===== config.mk =====
export PLATFORM = sky130hd
export DESIGN_NAME = line_buf_ctrl
export DESIGN_NICKNAME = d
export VERILOG_FILES = /design/src/rtl/line_buf_ctrl_pkg.sv /design/src/rtl/lbc_bank_tracker.sv /design/src/rtl/line_buf_ctrl.sv
export SDC_FILE = /design/constraint.sdc
export NUM_CORES = 1
export LEC_CHECK = 0
export CAP_MARGIN = 20
export CORE_ASPECT_RATIO = 0.5
export CORE_MARGIN = 5
export CORE_UTILIZATION = 46
export CTS_BUF_LIST = sky130_fd_sc_hd__clkbuf_4
export DETAILED_ROUTE_END_ITERATION = 6
export GPL_ROUTABILITY_DRIVEN = 0
export PLACE_DENSITY_LB_ADDON = 0.25
export SETUP_SLACK_MARGIN = 0.5
export SLEW_MARGIN = 20
export SYNTH_ARGS = -nofsm -noshare
export SYNTH_HDL_FRONTEND = slang
export SYNTH_SLANG_ARGS = --single-unit
export TNS_END_PERCENT = 100

===== constraint.sdc =====
create_clock -name clock -period 1.8 [get_ports clock]
set_clock_uncertainty 0.1 [all_clocks]
set_input_delay 0.54 -clock clock [delete_from_list [all_inputs] [get_ports clock]]
set_output_delay 0.54 -clock clock [all_outputs]
set_load 0.005 [all_outputs]

===== src/rtl/line_buf_ctrl_pkg.sv =====
// Shared definitions for the display line-buffer ping-pong controller:
// bank ownership states, read FSM states, geometry and RGB field slices.
package line_buf_ctrl_pkg;

    localparam int LBC_PIX_PER_LINE = 100;
    localparam int LBC_AW           = 7;
    localparam int LBC_DW           = 24;

    // RGB field positions inside one pixel word
    localparam int PIX_R_HI = 23;
    localparam int PIX_R_LO = 16;
    localparam int PIX_G_HI = 15;
    localparam int PIX_G_LO = 8;
    localparam int PIX_B_HI = 7;
    localparam int PIX_B_LO = 0;

    typedef enum logic [1:0] {
        EMPTY    = 2'd0,
        FILLING  = 2'd1,
        FULL     = 2'd2,
        DRAINING = 2'd3
    } bank_state_t;

    typedef enum logic {
        IDLE  = 1'b0,
        DRAIN = 1'b1
    } rd_state_t;

    // A bank may take host pixels only while it is not owned by the reader
    function automatic logic bank_writable(input bank_state_t s);
        return (s == EMPTY) || (s == FILLING);
    endfunction

endpackage


===== src/rtl/lbc_bank_tracker.sv =====
// Ownership state of one line bank. The writer moves it EMPTY->FILLING->FULL,
// the reader moves it FULL->DRAINING->EMPTY, so a bank is never written and
// read at the same time.
module lbc_bank_tracker
    import line_buf_ctrl_pkg::*;
(
    input  logic        clock,
    input  logic        rst_n,
    input  logic        fill_start,
    input  logic        fill_done,
    input  logic        drain_start,
    input  logic        drain_done,
    output bank_state_t state
);

    // Bank ownership transitions; each owner can only advance its own phases
    always_ff @(posedge clock or negedge rst_n) begin
        if (!rst_n) begin
            state <= EMPTY;
        end else begin
            case (state)
                EMPTY: begin
                    if (fill_done) begin
                        state <= FULL;
                    end else if (fill_start) begin
                        state <= FILLING;
                    end else begin
                        state <= EMPTY;
                    end
                end
                FILLING: begin
                    if (fill_done) begin
                        state <= FULL;
                    end else begin
                        state <= FILLING;
                    end
                end
                FULL: begin
                    if (drain_start) begin
                        state <= DRAINING;
                    end else begin
                        state <= FULL;
                    end
                end
                DRAINING: begin
                    if (drain_done) begin
                        state <= EMPTY;
                    end else begin
                        state <= DRAINING;
                    end
                end
                default: state <= EMPTY;
            endcase
        end
    end

endmodule


===== src/rtl/line_buf_ctrl.sv =====
// Ping-pong controller for two display line buffers. The host fills one bank
// through a valid/ready handshake while the other bank drains one pixel per
// cycle on each line request. Build option LBC_STATS_EN adds underrun and
// completed-line counters.
module line_buf_ctrl
    import line_buf_ctrl_pkg::*;
#(
    parameter int PIX_PER_LINE = LBC_PIX_PER_LINE,
    parameter int AW           = LBC_AW,
    parameter int DW           = LBC_DW
) (
    input  logic          clock,
    input  logic          rst_n,
    input  logic          wr_valid,
    input  logic [DW-1:0] wr_data,
    output logic          wr_ready,
    input  logic          line_req,
    output logic          WE0,
    output logic          WE1,
    output logic [AW-1:0] WAddr,
    output logic [DW-1:0] WData,
    output logic          RE0,
    output logic          RE1,
    output logic [AW-1:0] RAddr,
    output logic          pix_valid,
    output logic          line_done,
    output logic          underrun,
    output logic [AW-1:0] row
`ifdef LBC_STATS_EN
    ,
    output logic [15:0]   underrun_cnt,
    output logic [15:0]   lines_cnt
`endif
);

    localparam logic [AW-1:0] LAST_IDX = AW'(PIX_PER_LINE - 1);

    bank_state_t   bank_state_s [2];
    logic          wbank_r;
    logic          rbank_r;
    logic [AW-1:0] wcnt_r;
    logic [AW-1:0] rcnt_r;
    rd_state_t     rd_state_r;

    logic          wr_ready_s;
    logic          accept_s;
    logic          underrun_evt_s;
    logic          line_evt_s;
    logic [1:0]    fill_start_s;
    logic [1:0]    fill_done_s;
    logic [1:0]    drain_start_s;
    logic [1:0]    drain_done_s;

    // Handshake, event decode and per-bank transition requests
    always_comb begin
        wr_ready_s     = rst_n & bank_writable(bank_state_s[wbank_r]);
        accept_s       = wr_valid & wr_ready_s;
        underrun_evt_s = 1'b0;
        if ((rd_state_r == IDLE) && line_req && (bank_state_s[rbank_r] != FULL)) begin
            underrun_evt_s = 1'b1;
        end else begin
            underrun_evt_s = 1'b0;
        end
        line_evt_s = (RE0 | RE1) && (RAddr == LAST_IDX);
        for (int b = 0; b < 2; b++) begin
            fill_start_s[b]  = accept_s && (wbank_r == 1'(b)) && (bank_state_s[b] == EMPTY);
            fill_done_s[b]   = accept_s && (wbank_r == 1'(b)) && (wcnt_r == LAST_IDX);
            drain_start_s[b] = (rd_state_r == IDLE) && line_req && (rbank_r == 1'(b))
                               && (bank_state_s[b] == FULL);
            drain_done_s[b]  = (rd_state_r == DRAIN) && (rbank_r == 1'(b)) && (rcnt_r == LAST_IDX);
        end
    end

    assign wr_ready = wr_ready_s;

    lbc_bank_tracker u_bank0 (
        .clock       (clock),
        .rst_n       (rst_n),
        .fill_start  (fill_start_s[0]),
        .fill_done   (fill_done_s[0]),
        .drain_start (drain_start_s[0]),
        .drain_done  (drain_done_s[0]),
        .state       (bank_state_s[0])
    );

    lbc_bank_tracker u_bank1 (
        .clock       (clock),
        .rst_n       (rst_n),
        .fill_start  (fill_start_s[1]),
        .fill_done   (fill_done_s[1]),
        .drain_start (drain_start_s[1]),
        .drain_done  (drain_done_s[1]),
        .state       (bank_state_s[1])
    );

    // Write side: register strobe/address/data one cycle after acceptance
    always_ff @(posedge clock or negedge rst_n) begin
        if (!rst_n) begin
            WE0     <= 1'b0;
            WE1     <= 1'b0;
            WAddr   <= {AW{1'b0}};
            WData   <= {DW{1'b0}};
            wcnt_r  <= {AW{1'b0}};
            wbank_r <= 1'b0;
        end else begin
            WE0 <= accept_s & ~wbank_r;
            WE1 <= accept_s & wbank_r;
            if (accept_s) begin
                WData <= wr_data;
                WAddr <= wcnt_r;
                if (wcnt_r == LAST_IDX) begin
                    wcnt_r  <= {AW{1'b0}};
                    wbank_r <= ~wbank_r;
                end else begin
                    wcnt_r <= wcnt_r + AW'(1);
                end
            end
        end
    end

    // Read FSM: start a drain on a request for a full bank, else flag underrun
    always_ff @(posedge clock or negedge rst_n) begin
        if (!rst_n) begin
            rd_state_r <= IDLE;
            rbank_r    <= 1'b0;
            rcnt_r     <= {AW{1'b0}};
            RE0        <= 1'b0;
            RE1        <= 1'b0;
            RAddr      <= {AW{1'b0}};
            underrun   <= 1'b0;
        end else begin
            RE0      <= 1'b0;
            RE1      <= 1'b0;
            underrun <= 1'b0;
            case (rd_state_r)
                IDLE: begin
                    if (line_req) begin
                        if (bank_state_s[rbank_r] == FULL) begin
                            rd_state_r <= DRAIN;
                            rcnt_r     <= {AW{1'b0}};
                        end else begin
                            underrun <= 1'b1;
                        end
                    end
                end
                DRAIN: begin
                    RE0   <= ~rbank_r;
                    RE1   <= rbank_r;
                    RAddr <= rcnt_r;
                    if (rcnt_r == LAST_IDX) begin
                        rcnt_r     <= {AW{1'b0}};
                        rbank_r    <= ~rbank_r;
                        rd_state_r <= IDLE;
                    end else begin
                        rcnt_r <= rcnt_r + AW'(1);
                    end
                end
                default: rd_state_r <= IDLE;
            endcase
        end
    end

    // Bank read data arrives one cycle after RE; mirror that in valid/row
    always_ff @(posedge clock or negedge rst_n) begin
        if (!rst_n) begin
            pix_valid <= 1'b0;
            line_done <= 1'b0;
            row       <= {AW{1'b0}};
        end else begin
            pix_valid <= RE0 | RE1;
            line_done <= line_evt_s;
            row       <= RAddr;
        end
    end

`ifdef LBC_STATS_EN
    // Statistics: saturating underrun count, wrapping completed-line count
    always_ff @(posedge clock or negedge rst_n) begin
        if (!rst_n) begin
            underrun_cnt <= 16'h0000;
            lines_cnt    <= 16'h0000;
        end else begin
            if (underrun_evt_s && (underrun_cnt != 16'hFFFF)) begin
                underrun_cnt <= underrun_cnt + 16'h0001;
            end
            if (line_evt_s) begin
                lines_cnt <= lines_cnt + 16'h0001;
            end
        end
    end
`endif

endmodule


==> Yosys cells after proc, flatten, opt, wreduce, memory -nomap -nowiden <==
Index checks and enable logic that the tools add are counted.
{ "word_totals": {"out_inout_bits": 53, "in_bits": 28, "register_bits": 73} }
{ "classes": {"n_eq_ne": 13, "reduce_logical": 23, "add_sub_neg": 2, "n_lt_le_gt_ge": 2, "n_bitwise": 10, "mux": 32} }
{ "op_table": {"columns": ["cell", "n"], "rows": [
  ["$mux 7", 4],
  ["$mux 2", 12],
  ["$eq 7x7->1 const B", 3],
  ["$logic_and 1x1->1", 16],
  ["$pmux 2 s4", 2],
  ["$add 7x1->7 const B", 2],
  ["$pmux 7 s2", 1],
  ["$mux 1", 12],
  ["$eq 2x2->1 const B", 5],
  ["$eq 2x1->1 const B", 3],
  ["$logic_not 2->1", 3],
  ["$reduce_and 2->1", 3],
  ["$and 1x1->1", 4],
  ["$ge 2x2->1 const B", 2],
  ["$not 1->2", 2],
  ["$not 1->1", 3],
  ["$ne 2x1->1 const B", 1],
  ["$ne 2x2->1 const B", 1],
  ["$pmux 1 s2", 1],
  ["$logic_or 1x1->1", 1],
  ["$or 1x1->1", 1]
]} }

==> Logic depth before layout (Yosys ltp) <==
Gate-level depths: netlist (run 1).
{ "logic_depth": {"ltp_word": 13, "ltp_mapped": 5} }

==> By module <==
From an unflattened synthesis (run 1), not the netlist that was laid out.
{ "hier_totals": {"cells_unflattened": 293, "hier_area_um2": 3037.9} }
{ "modules_own_cells": {"columns": ["module", "n_inst", "area_each_um2", "cells_per_inst"], "rows": [
  ["line_buf_ctrl", 1, 2860.2, 279],
  ["lbc_bank_tracker", 2, 88.8, 7]
]} }

==> Worst setup path before layout (run 1) <==
Ideal clock, no wire load.
{ "synth_path": {"path_kind": "reg2reg", "start": "register rcnt_r[0]", "end": "register u_bank0.state[0]", "setup_slack_ns": 0.195, "arrival_ns": 1.376, "synth_period_minus_slack_ns": 1.605, "t_required_ns": 1.571, "path_stages_with_launch": 6, "cell_sequence": "dfrtp_1 -> ha_1 -> nand2_1 -> nor4_4 -> a21oi_2 -> a2111o_1"} }
{ "synth_via": {"elab_chain_cells": 4} }
{ "synth_rtl": {"columns": ["item", "line", "source"], "rows": [
  ["start: declaration", "line_buf_ctrl.sv:42", "logic [AW-1:0] rcnt_r;"],
  ["start signal: assignment", "line_buf_ctrl.sv:126", "rcnt_r <= {AW{1'b0}};"],
  ["start signal: assignment", "line_buf_ctrl.sv:140", "rcnt_r <= {AW{1'b0}};"],
  ["start signal: assignment", "line_buf_ctrl.sv:151", "rcnt_r <= {AW{1'b0}};"],
  ["$eq 7x7->1", "line_buf_ctrl.sv:70", "drain_done_s[b] = (rd_state_r == DRAIN) && (rbank_r == 1'(b)) && (rcnt_r == LAST_IDX);"],
  ["$logic_and 1x1->1", "line_buf_ctrl.sv:70", null],
  ["$mux 2", "lbc_bank_tracker.sv:46", "if (drain_done) begin"],
  ["$pmux 2 s4", "lbc_bank_tracker.sv:21", "case (state)"],
  ["end signal: assignment", "lbc_bank_tracker.sv:24", "state <= FULL;"],
  ["end signal: assignment", "lbc_bank_tracker.sv:47", "state <= EMPTY;"],
  ["end signal: assignment", "lbc_bank_tracker.sv:49", "state <= DRAINING;"],
  ["end: declaration", "lbc_bank_tracker.sv:13", "output bank_state_t state"]
]} }
Every way passes these cells.
A chain may end at the register's enable or synchronous reset.

==> Worst setup path after layout (run 1) <==
{ "layout_path": {"start": "register wbank_r", "end": "output port wr_ready"} }
{ "layout_via": {"elab_chain_cells": 7, "word_cells_on_any_way": 8, "cone_classes": "eq/ne: 1; mux: 3; bitwise: 2; reduce/logical: 2"} }
{ "layout_rtl": {"columns": ["item", "line", "source"], "rows": [
  ["start: declaration", "line_buf_ctrl.sv:39", "logic wbank_r;"],
  ["start signal: assignment", "line_buf_ctrl.sv:113", "wbank_r <= ~wbank_r;"],
  ["$not 1->2 (implied by the code) *", "line_buf_ctrl.sv:56", "wr_ready_s = rst_n & bank_writable(bank_state_s[wbank_r]);"],
  ["$mux 2 (implied by the code) * (3 in series)", "line_buf_ctrl.sv:56", null],
  ["$eq 2x1->1 or $logic_not 2->1 (tied branches)", "line_buf_ctrl_pkg.sv:31", "return (s == EMPTY) || (s == FILLING);"],
  ["$logic_or 1x1->1 *", "line_buf_ctrl_pkg.sv:31", null],
  ["$and 1x1->1 *", "line_buf_ctrl.sv:56", null],
  ["end: declaration", "line_buf_ctrl.sv:16", "output logic wr_ready,"]
]} }
Every way passes the cells marked *; elsewhere a longest branch is shown, timed or not. The select of a mux whose other input is x is not followed.

==> results.rst, run 1 <==
.. list-table::
   :header-rows: 1

   * - Metric
     - Value
   * - Iteration count of the initial detailed-routing pass
     - 4
   * - Area of the die
     - 8610 µm²
   * - DRC
     - 0
   * - Count of different cell masters after synthesis
     - 47
   * - Critical Path Fanout Max
     - 2
   * - Synth Area per Inst
     - 14.1 µm²
   * - Final min period
     - 1.92 ns
   * - Clock Sink Count
     - 73
   * - CP endpoint kind
     - primary output
   * - Instance area at placement
     - 4230 µm²
   * - Number of flip-flops and latches in the synthesized netlist
     - 73
   * - Required time reported for the critical path endpoint
     - 1.16 ns
   * - Async set-or-reset flop fraction in the synthesized netlist
     - 100%
   * - Global-route wire length before repair
     - 12,600 µm
   * - Post-synthesis cell type with the largest combined area
     - sky130_fd_sc_hd__dfrtp_1
   * - Total grt overflow
     - 0
   * - Status
     - finished, violations left
   * - Yosys synthesis warning count
     - 0
   * - Final number of setup-violating endpoints
     - 1
   * - Wirelength per Cell
     - 16.5 µm
   * - GRT Total Usage
     - 18.9%
   * - Antenna cells
     - 0
   * - Most area-consuming cells after synthesis
     - sky130_fd_sc_hd__dfrtp_1 59%, sky130_fd_sc_hd__mux2_4 12%, sky130_fd_sc_hd__mux2_2 5.1%, sky130_fd_sc_hd__o21ai_0 1.3%, sky130_fd_sc_hd__a21o_1 1.2%
   * - Max-slew violation total from the final report
     - 0
   * - Pin count of the biggest net entering global routing
     - 74
   * - Fraction of the yosys area taken by sequential cells
     - 58.7%
   * - Vias in the first global route
     - 2,495
   * - Hold Fails Final Rpt
     - 0
   * - Synthesis-to-layout area growth
     - 56.3%
   * - Die X
     - 126 µm
   * - Detailed router's first-iteration violation count
     - 133
   * - Post-detail-place hpwl
     - 4920 µm
   * - Worst slew margin
     - 56.1%
   * - Class of the most critical hold timing path
     - in -> async
   * - I/O pin total
     - 81
   * - Synthesized netlist cell count
     - 221
   * - Count of buffers from port buffering
     - 80
   * - Insertion delay of the later-clocked pin in the worst-skew pair
     - 0.42 ns
   * - Unrepaired setup endpoints after global routing
     - true
   * - Total CTS buffers
     - 9
   * - Placeable core area
     - 6620 µm²
   * - Share of the synthesized area in the top cell type
     - 58.7%
   * - Final core area utilization
     - 73.4%
   * - Post-synth design cell area
     - 3110 µm²
   * - Startpoint-to-endpoint class of the critical path
     - reg -> out
   * - Std cell rows
     - 21
   * - Clock transition at the registers of the reported paths
     - 0.11 ns
   * - Violations in the final reports
     - negative setup slack
   * - Max stage delay on crit path
     - 0.38 ns
   * - Vias after detailed routing
     - 2,485
   * - H-Tree Depth
     - 3
   * - Post-Synthesis Net Count
     - 251
   * - Overall routed net length
     - 8090 µm
   * - Worst setup slack after layout
     - -0.116 ns
   * - Final worst hold slack
     - 0.271 ns
   * - Worst EP arrival
     - 1.28 ns
   * - Number of routed nets with antenna violations
     - 0
   * - Vias/cell
     - 5.07
   * - Top cell types by occurrence after synthesis
     - 73 x sky130_fd_sc_hd__dfrtp_1, 25 x sky130_fd_sc_hd__mux2_4, 14 x sky130_fd_sc_hd__mux2_2
   * - Maximum clock frequency
     - 522 MHz
   * - Starting density of the core
     - 47.0%
   * - Fraction of final layout cells sized beyond drive strength 1
     - 60.1%
   * - CP Cell Sequence
     - mux2i_1, and2_1, buf_2
   * - Net total in the final layout
     - 424
   * - Leakage power of the design
     - 2.49 nW
   * - Maximum vdd ir drop
     - 0.000371 V
   * - Clock tree root driver cell
     - sky130_fd_sc_hd__clkbuf_4
   * - Dominant cell by count in the synthesized netlist
     - sky130_fd_sc_hd__dfrtp_1
   * - DIE HEIGHT
     - 68.1 µm
   * - Top FF cell, synth
     - sky130_fd_sc_hd__dfrtp_1
   * - Clock tree from TritonCTS
     - done
   * - Number of antenna violations at the first check in global routing
     - 0
   * - Power per standard cell area
     - 786 nW/µm²
   * - Crit share post-route
     - 106%
   * - Clock tree buffer depth
     - 2
   * - Cell type of the slowest stage on the worst timing path
     - sky130_fd_sc_hd__dfrtp_1
   * - Slew of the pin with the lowest slew margin
     - 0.658 ns
   * - Max_cap viols
     - 0
   * - Post-layout instance area
     - 4860 µm²
   * - Startpoint kind of the worst setup timing path
     - flip-flop
   * - EDFF count, synth
     - 0
==> power breakdown <==
part           total, mW  switching [mW]  leakage, nW  internal, mW
clock              0.835           0.536       0.0601         0.299
combinational       1.05           0.403         1.51         0.649
sequential          1.94           0.111        0.918          1.82
total               3.82            1.05         2.49          2.77
==> repair_timing <==
| item | in CTS | in global routing |
|---|---|---|
| endpoints found under the setup margin | 109 | 180 |
| gates resized for setup | 267 | 16 |
| hold buffers | 0 | 0 |
| pin swaps | 30 | 17 |
| gates cloned | 0 | 0 |
| setup buffers | 46 | 20 |
==> cell families after synthesis <==
kind of cell    Yosys count  synth area share (%)
compound gates           30                  7.36
xor+xnor                  5                  1.41
fa+ha+maj                 2                 0.804
buf+inv                  14                  2.69
flops                    73                  58.7
mux                      41                  17.8
simple gates             56                  11.2
==> routing by layer <==
metal / track usage (%) / wire [µm] / part of all wire (%) / vias up
li1: - / - / - / 1150
met1: 22.8 / 3320 / 41 / 1246
met2: 33.9 / 4270 / 53 / 70
met3: 5.22 / 373 / 4.6 / 19
met4: 6.15 / 132 / 1.6 / 0
met5: 0 / 0 / 0 / -
==> final cells by class <==
cell class	instances	area (µm²)
sequential	73	1830
fill	435	1760
multi-input combinational	134	1450
timing repair buffer	170	1340
tap	92	115
clock buffer	11	82.6
inverter	6	22.5
clock inverter	4	21.3
==> critical path, delay by kind of cell (launching register included) <==
family / cells / cell delay [ns]
DFF: 1 / 0.38
muxes: 1 / 0.24
buffers and inverters: 1 / 0.10
and+or+nand+nor: 1 / 0.14
==> cell usage in the layout, fill, tap and decap left out, types with 3 or more instances in the layout <==
cell type,Yosys,layout
sky130_fd_sc_hd__dfrtp_1,73,68
sky130_fd_sc_hd__buf_4,2,66
sky130_fd_sc_hd__buf_2,1,53
sky130_fd_sc_hd__mux2_4,25,32
sky130_fd_sc_hd__clkdlybuf4s50_1,0,25
sky130_fd_sc_hd__buf_6,3,21
sky130_fd_sc_hd__clkbuf_4,0,11
sky130_fd_sc_hd__mux2_2,14,7
sky130_fd_sc_hd__inv_1,6,6
sky130_fd_sc_hd__nand4_1,6,6
sky130_fd_sc_hd__o21ai_1,0,5
sky130_fd_sc_hd__a21o_1,5,5
sky130_fd_sc_hd__dfrtp_2,0,5
sky130_fd_sc_hd__nand2_2,0,4
sky130_fd_sc_hd__nor2_1,7,4
sky130_fd_sc_hd__nor2_4,0,4
sky130_fd_sc_hd__a22o_1,4,4
sky130_fd_sc_hd__nand2_1,10,4
sky130_fd_sc_hd__nand3b_1,3,3
sky130_fd_sc_hd__nand3_1,5,3
sky130_fd_sc_hd__buf_12,0,3
==> stage by stage <==
stage,TNS [ns],power (mW),worst slack (ns),instances
6_report,-0.116,3.82,-0.116,490
5_1_grt,-0.203,4.02,-0.203,490
4_1_cts,-0.155,3.78,-0.155,470
3_5_place_dp,-5.47,2.86,-0.230,409
3_3_place_gp,-4.73,2.83,-0.181,409
2_1_floorplan,0,2.34,0.221,221
==> path summary, 6_finish.rpt <==
| check | start | to | slack, ns | cells after the start |
|---|---|---|---|---|
| max | wbank_r | wr_ready | -0.12 | 3 |
| min | rst_n | wcnt_r[6] | 0.27 | 3 |
| max reg2reg | wbank_r | wcnt_r[2] | 0.10 | 6 |
| min reg2reg | RAddr[2] | row[2] | 0.37 | 0 |
| max in group asynchronous | rst_n | rbank_r | 0.85 | 3 |
| min in group clock | RAddr[2] | row[2] | 0.37 | 0 |
==> state kept, by name (all words and copies together) (netlist names), 2 cells and up <==
signal,cells
u_bank0.state,2
WData,24
row,7
u_bank1.state,2
WAddr,7
rcnt_r,7
wcnt_r,7
RAddr,7
No activity file was read; power rests on OpenSTA's default activity.
==> run 2: changes to the inputs <==
--- a/config.mk
+++ b/config.mk
@@ -12,7 +12,8 @@
 export CTS_BUF_LIST = sky130_fd_sc_hd__clkbuf_4
 export DETAILED_ROUTE_END_ITERATION = 6
 export GPL_ROUTABILITY_DRIVEN = 0
-export PLACE_DENSITY_LB_ADDON = 0.25
+export PLACE_DENSITY = 0.76
+export RECOVER_POWER = 50
 export SETUP_SLACK_MARGIN = 0.5
 export SLEW_MARGIN = 20
 export SYNTH_ARGS = -nofsm -noshare
==> run 2 against run 1 <==
  * The run still ends with negative setup slack left
  * Count of clock-buffer cells in the layout fell by 1
  * Combinational power grew 4%
  * Sequential power about the same
==> results.rst, run 2 (synthesis results as in run 1) <==
.. list-table::
   :header-rows: 1

   * - Metric
     - Value
   * - Status
     - finished, violations left
   * - Violations in the final reports
     - negative setup slack
   * - Register-to-Register Path Depth
     - 7
   * - Clock tree root driver cell
     - sky130_fd_sc_hd__clkbuf_4
   * - Worst setup slack for register-to-register paths
     - -0.09 ns
   * - Final worst hold slack
     - 0.412 ns
   * - DIE HEIGHT
     - 68.1 µm
   * - End point of the worst hold path
     - pix_valid
   * - Worst EP arrival
     - 1.36 ns
   * - I/O pin total
     - 81
   * - Maximum vdd ir drop
     - 0.000414 V
   * - Max stage delay on crit path
     - 0.38 ns
   * - Largest delay share family, worst path
     - flip-flops
   * - Number of flip-flops under the largest register name
     - 24
   * - Worst slew margin
     - 36.5%
   * - Most frequent standard cell in the layout excluding fill and tap cells
     - sky130_fd_sc_hd__dfrtp_1
   * - Startpoint-to-endpoint class of the critical path
     - reg -> out
   * - Maximum clock frequency
     - 499 MHz
   * - Detailed router's first-iteration violation count
     - 95
   * - Pin count of the biggest net entering global routing
     - 74
   * - Startpoint kind of the worst setup timing path
     - flip-flop
   * - Number of antenna violations at the first check in global routing
     - 0
   * - Clock tree buffer depth
     - 2
   * - Cell depth of the worst hold path
     - 1
   * - Final min period
     - 2.00 ns
   * - Count of buffers from port buffering
     - 80
   * - Startpoint of the tightest hold check path
     - RE0
   * - Cell type of the slowest stage on the worst timing path
     - sky130_fd_sc_hd__dfrtp_1
   * - Number of routed nets with antenna violations
     - 0
   * - H-Tree Depth
     - 3
   * - Class of the most critical hold timing path
     - reg -> reg
   * - Post-detail-place hpwl
     - 4680 µm
   * - Iteration count of the initial detailed-routing pass
     - 6
   * - Std cell rows
     - 21
   * - Vias in the first global route
     - 2,525
   * - Synthesis-to-layout area growth
     - 59.1%
   * - Vias after detailed routing
     - 2,509
   * - DRC
     - 0
   * - Crit Reg-Reg Startpoint
     - wbank_r
   * - Total CTS buffers
     - 9
   * - Vias/cell
     - 5.10
   * - Global-route wire length before repair
     - 12,700 µm
   * - Final core area utilization
     - 74.8%
   * - Max_cap viols
     - 0
   * - Max-slew violation total from the final report
     - 0
   * - Clock Sink Count
     - 73
   * - Final number of setup-violating endpoints
     - 23
   * - Clock tree from TritonCTS
     - done
   * - Crit share post-route
     - 111%
   * - Register containing the most flip-flops in the final layout
     - WData
   * - Starting density of the core
     - 47.0%
   * - Number of cells in the design after placement
     - 406
   * - Overall routed net length
     - 8870 µm
   * - Critical Path Fanout Max
     - 2
   * - Die X
     - 126 µm
   * - Area of the die
     - 8610 µm²
   * - Clock transition at the registers of the reported paths
     - 0.11 ns
   * - CP Cell Sequence
     - mux2i_1, and2_1, buf_2
   * - Insertion delay of the later-clocked pin in the worst-skew pair
     - 0.43 ns
   * - Worst setup slack after layout
     - -0.205 ns
   * - Placeable core area
     - 6620 µm²
   * - Power per standard cell area
     - 873 nW/µm²
   * - Wirelength per Cell
     - 18.0 µm
   * - GRT Total Usage
     - 19.3%
   * - Antenna cells
     - 0
   * - Reg-to-reg endpoint
     - WData[6]
   * - Crit path buf inv count
     - 1
   * - Leakage power of the design
     - 2.52 nW
   * - Unrepaired setup endpoints after global routing
     - true
   * - Net total in the final layout
     - 425
   * - Fraction of final layout cells sized beyond drive strength 1
     - 56.8%
   * - Placement-stage worst setup slack
     - -0.298 ns
   * - Total grt overflow
     - 0
   * - Commonest non-fill, non-tap cells in the layout
     - 69 x sky130_fd_sc_hd__dfrtp_1, 54 x sky130_fd_sc_hd__buf_4, 53 x sky130_fd_sc_hd__buf_2, 32 x sky130_fd_sc_hd__mux2_4, 25 x sky130_fd_sc_hd__clkdlybuf4s50_1
   * - Hold Fails Final Rpt
     - 0
   * - Levels on crit path
     - 3
   * - Fill count
     - 408
   * - Slew of the pin with the lowest slew margin
     - 0.952 ns
   * - Number of standard cells in the layout, taps in and fillers out
     - 492
   * - Required time reported for the critical path endpoint
     - 1.16 ns
   * - CP endpoint kind
     - primary output
-- run 2: cell count changes in the layout (fill, tap and decap cells not counted), sizes merged --
cell and change:
dlygate4sd2 +1, clkbuf +13, clkinv -1, bufbuf +1, dlymetal6s2s -1, bufinv +3
buf -14
-- run 2: report_power, final --
| part | internal (mW) | switching (mW) | total (mW) |
|---|---|---|---|
| clock | 0.712 | 0.579 | 1.29 |
| sequential | 1.82 | 0.119 | 1.94 |
| combinational | 0.657 | 0.433 | 1.09 |
-- run 2: how the worst max path moves through the flow --
stage | slack [ns] | to | startpoint
6_report | -0.20 | wr_ready | wbank_r
5_1_grt | -0.30 | wr_ready | wbank_r
4_1_cts | -0.16 | wr_ready | wbank_r
3_5_place_dp | -0.30 | u_bank0.state[0] | wr_valid
3_3_place_gp | -0.23 | u_bank0.state[0] | wr_valid
2_1_floorplan | 0.22 | u_bank0.state[0] | rcnt_r[0]
-- run 2: timing repair --
item	in CTS	in global routing
endpoints found under the setup margin	114	159
hold buffers	0	0
resized for setup	261	19
buffers inserted	44	23
gates cloned	3	0
pin swaps	24	10
-- run 2: worst reg2reg max path: cells and delay by family (launching register included) --
kind,cells,cell delay [ns]
buffers and inverters,4,0.58
DFF,1,0.38
and+or+nand+nor,1,0.15
muxes,2,0.57
-- run 2: per-layer routing --
layer,global-route usage (%),vias to the layer above,share of wire [%]
li1,-,1159,-
met1,21.0,1253,39
met2,37.4,71,54
met3,4.68,26,4.2
met4,8.02,0,2.4
met5,0,-,0
-- run 2: through the flow --
stage	instance area, µm²	power (mW)	TNS (ns)
after global placement	4200	2.83	-4.66
final	4950	4.32	-1.86
after detailed placement	4200	2.85	-5.65
after floorplan	3160	2.34	0
after global routing	4950	4.52	-3.68
after CTS	4740	4.20	-0.171
-- run 2: final cells by class --
cell class	instances	area [µm²]	area share, %
clock buffer	10	75.1	1.52
clock inverter	6	106	2.15
inverter	6	22.5	0.455
multi-input combinational	134	1450	29.3
sequential	73	1830	37.0
tap	92	115	2.33
timing repair buffer	171	1350	27.3
==> RTL edit 1: new RTL, config.mk and constraints of run 2 <==
Add a define of `LBC_STATS_EN`.
--- a/src/rtl/line_buf_ctrl.sv
+++ b/src/rtl/line_buf_ctrl.sv
@@ -2,6 +2,8 @@
 // through a valid/ready handshake while the other bank drains one pixel per
 // cycle on each line request. Build option LBC_STATS_EN adds underrun and
 // completed-line counters.
+`define LBC_STATS_EN
+
 module line_buf_ctrl
     import line_buf_ctrl_pkg::*;
 #(
Behaviour (old outputs only; new: lines_cnt and underrun_cnt): unchanged (equiv_simple and equiv_induct, registers matched by name and starting in step).
==> RTL edit 1 against run 2 <==
  * The flow still finishes with violations (negative setup slack)
  * Sequential share of layout area down 0.82 points
  * Final area up 47%
  * Sequential cell count is 32 higher
  * Worst setup slack lost 0.15 ns
  * Area after synthesis up 42%
  * Worst hold slack got worse by 0.25 ns
  * Wire length rose by 54%
  * Via count rose by 65%
  * Die area increased by 36%
  * Power up 28%
  * First-iteration DRC count grew 140%
==> RTL edit 1: results (changes against run 2) <==
| Metric | Value |
|---|---|
| Outcome | finished with violations |
| Failing checks | negative setup slack |
| Synthesized-area fraction occupied by adder cells | 1.137% (+0.33 points) |
| Worst setup slack after layout | -0.3514 ns (-0.1464 ns) |
| Grt met1 use | 28.16% (+7.2 points) |
| Cell Count, Final, Fillers Out | 797 (+62%) |
| DRT Wirelength | 13,670 um (+54%) |
| Net Sw Frac | 29.62% (+3.5 points) |
| Leak pwr | 3.750 nW (+49%) |
| Worst-Skew Late Latency | 0.47 ns (+0.04 ns) |
| Post-cts resize count | 460 (+76%) |
| GR Util All Layers | 21.95% (+2.6 points) |
| Compound-Gate Fraction of Synth Area | 5.854% (-1.5 points) |
| Reg2Reg Setup Slack | -0.35 ns (-0.26 ns) |
| Distinct cells, synth | 46 (-2.1%) |
| # setup viols final | 47 (+100%) |
| FILL cells | 584 (+43%) |
| Pin count of the biggest net entering global routing | 105 (+42%) |
| Post-synth net total | 446 (+78%) |
| Total Power | 5.553 mW (+28%) |
| Syn_area_per_cell | 10.64 sq um (-24%) |
| Synth top cells by count | nand2_1, dfrtp_1, nand3_1 |
| Cts hold-fix bufs | 1 (+1) |
| Capturing point of the worst reg2reg path | wcnt_r[3] |
| DRT met1 WL | 5827 um (+67%) |
| Vias in the first global route | 4,096 (+62%) |
| DR WL met2 | 6988 um (+46%) |
| Synth area leaders | dfrtp_1, nand2_1, xnor2_1 |
RTL edit 1: cell types whose count changed after synthesis, sizes merged, moves of 5 or more:
cell           run 2  this run
nor2               8        21
nand2             10       120
xnor2              3        17
dfrtp             73       105
and3               2        11
xor2               2        15
clkbuf             2         7
o21ai              8        16
mux2              39        10
nand3              6        20
RTL edit 1: final cells by class:
| class | count | area [sq um] | share of cell area, % |
|---|---|---|---|
| sequential | 105 | 2640 | 36.19 |
| multi-input combinational | 290 | 2242 | 30.74 |
| timing repair buffer | 261 | 2117 | 29.02 |
| tap | 121 | 151.4 | 2.075 |
| clock buffer | 9 | 67.56 | 0.9262 |
| clock inverter | 7 | 61.31 | 0.8405 |
| inverter | 4 | 15.01 | 0.2058 |
RTL edit 1: worst reg2reg max path, cell delays in order (launching register included):
cell and delay, ns:
dfrtp_1 0.42, mux2i_2 0.27, buf_4 0.15, buf_6 0.08, buf_6 0.08, buf_6 0.08, buf_6 0.09, buf_6 0.09
and3_4 0.24, nand4_1 0.13, mux2_4 0.33
==> RTL edit 2: new RTL, flow settings as in run 2 <==
Made on the original files. One comparison of `wcnt_r` changes from == to >=.
--- a/src/rtl/line_buf_ctrl.sv
+++ b/src/rtl/line_buf_ctrl.sv
@@ -64,7 +64,7 @@
         line_evt_s = (RE0 | RE1) && (RAddr == LAST_IDX);
         for (int b = 0; b < 2; b++) begin
             fill_start_s[b]  = accept_s && (wbank_r == 1'(b)) && (bank_state_s[b] == EMPTY);
-            fill_done_s[b]   = accept_s && (wbank_r == 1'(b)) && (wcnt_r == LAST_IDX);
+            fill_done_s[b]   = accept_s && (wbank_r == 1'(b)) && (wcnt_r >= LAST_IDX);
             drain_start_s[b] = (rd_state_r == IDLE) && line_req && (rbank_r == 1'(b))
                                && (bank_state_s[b] == FULL);
             drain_done_s[b]  = (rd_state_r == DRAIN) && (rbank_r == 1'(b)) && (rcnt_r == LAST_IDX);
Check against the original RTL: same outputs for any inputs over 10 cycles, from zero or initial values and one cycle with rst_n low; that may be too few to reach the edited logic, so the function may still have changed.
==> RTL edit 2 against run 2 <==
  * The run still ends with negative setup slack left
  * Clock power shrank 23%
  * Sequential share of layout area rose by 1.8 points
  * Register-to-register slack improved by 0.11 ns
  * Final area is 4.6% lower
  * Worst setup slack improved by 0.048 ns
  * Final cell count is 3.5% lower
  * Area after synthesis about the same
  * Sequential cell count unchanged
  * Power increased by 17%
  * Utilization fell by 3.4 points
  * Global-route usage rose by 0.30 points
  * Wire length is 5.4% lower
  * Critical path type unchanged
  * Critical endpoint unchanged
==> RTL edit 2: results (changes against run 2) <==
| Metric | Value |
|---|---|
| Dpl cell area | 0.004194 sq mm (about the same) |
| Via count | 2,399 (-4.4%) |
| Vias in the first global route | 2,466 (-2.3%) |
| Multi-input gate share of the layout cell area | 29.16% (-0.11 points) |
| Outcome | finished with violations |
| Biggest register | WData |
| Compound-Gate Fraction of Synth Area | 5.473% (-1.9 points) |
| Hold depth | 0 (-1) |
| Synthesized flop and latch total | 73 (unchanged) |
| Place WS | -0.3003 ns (-0.002541 ns) |
| Power per Cell Area | 1067 mW/mm^2 (+22%) |
| Distinct cells, synth | 48 (+2.1%) |
| Capturing point of the worst reg2reg path | WData[19] |
| Register area share after synthesis | 58.75% (about the same) |
| R2r startpoint | wbank_r |
| Number of instances in the placed design | 405 (-0.25%) |
| Inverters | 4 (-2) |
| GR Util All Layers | 19.64% (+0.30 points) |
| Xor/xnor share of the synthesized area | 1.690% (+0.28 points) |
| Slew margin rel. | 29.23% (-7.3 points) |
| Peak VDD IR | 0.5340 mV (+29%) |
| Mux contribution to synthesized area | 18.63% (+0.85 points) |
| WHS Endpoint | row[6] |
| Multi-In Gates | 131 (-2.2%) |
| Cts hold-fix bufs | 1 (+1) |
| # Post-CTS Setup Buffers | 36 (-18%) |
| Synthesized instance count | 216 (-2.3%) |
| Critical Path AT | 1.32 ns (-0.04 ns) |
| Hold Slack | 0.3403 ns (-0.07170 ns) |
| # setup viols final | 1 (-96%) |
| Synth top cells by count | dfrtp_1, mux2_4, nor2_1 |
| Synth area leaders | dfrtp_1, mux2_4, mux2_2 |
| TNS Setup | -0.1573 ns (+1.700 ns) |
| FILL cells | 453 (+11%) |
| Leak pwr | 2.352 nW (-6.8%) |
| PortBufs | 80 (unchanged) |
| Nonclk buf count | 160 (-6.4%) |
| Worst setup slack after layout | -0.1573 ns (+0.04766 ns) |
| Clock Network Area Fraction | 2.701% (-0.96 points) |
| DRT Wirelength | 8394 um (-5.4%) |
| R2R depth | 6 (-1) |
| Reg2Reg Setup Slack | 0.02 ns (+0.11 ns) |
| CLK BUF | 11 (+1) |
| Iteration-0 DRC Markers | 149 (+57%) |
| Synthesized-area fraction occupied by adder cells | 0.8048% (about the same) |
| Post-synth net total | 246 (-2.0%) |
| Crit-path leading delay family | flip-flops |
| Signal buf overhead | 26.62% (-0.66 points) |
| First-pass GRT wire length | 12,830 um (+0.87%) |
| Top FF cell, synth | dfrtp_1 |
| Pin count of the biggest net entering global routing | 43 (-42%) |
| Failing checks | negative setup slack |
| Cell Count, Final, Fillers Out | 475 (-3.5%) |
| Dpl hpwl | 5009 um (+7.1%) |
| Slowest cell on the critical path | dfrtp_1 |
| DR pass1 iterations | 4 (-2) |
| Layout cells sized above 1 | 56.14% (-0.61 points) |
| Post-cts resize count | 253 (-3.1%) |
| Hold Path Origin | RAddr[6] |
| Reg clk slew, reported paths | 0.11 ns (about the same) |
## RTL edit 2: cell count changes after synthesis, sizes merged, moves of 4 or more
cell,run 2,this run
and2,1,6
nand2,10,4
nand4,6,2
o21ai,8,3
nor2,8,13
## RTL edit 2: routing by layer
metal  GRT usage (%)  part of all wire (%)
met1           22.09                    40
met2           36.57                    55
met3           6.313                   4.5
met4           6.150                  0.82
met5               0                     0
## RTL edit 2: how the worst max path moves through the flow
stage	start	to	slack, ns
floorplan	wbank_r	WData[10]	0.16
CTS	wbank_r	wr_ready	-0.16
detailed placement	wr_valid	wcnt_r[3]	-0.30
finish	wbank_r	wr_ready	-0.16
global placement	wr_valid	wcnt_r[1]	-0.27
global route	wbank_r	wr_ready	-0.28
## RTL edit 2: power breakdown
group          switching [mW]  internal [mW]  leakage (nW)
logic                   0.697           1.14          1.36
clock network           0.548          0.441        0.0765
registers               0.263           1.95         0.919
total                    1.51           3.53          2.35
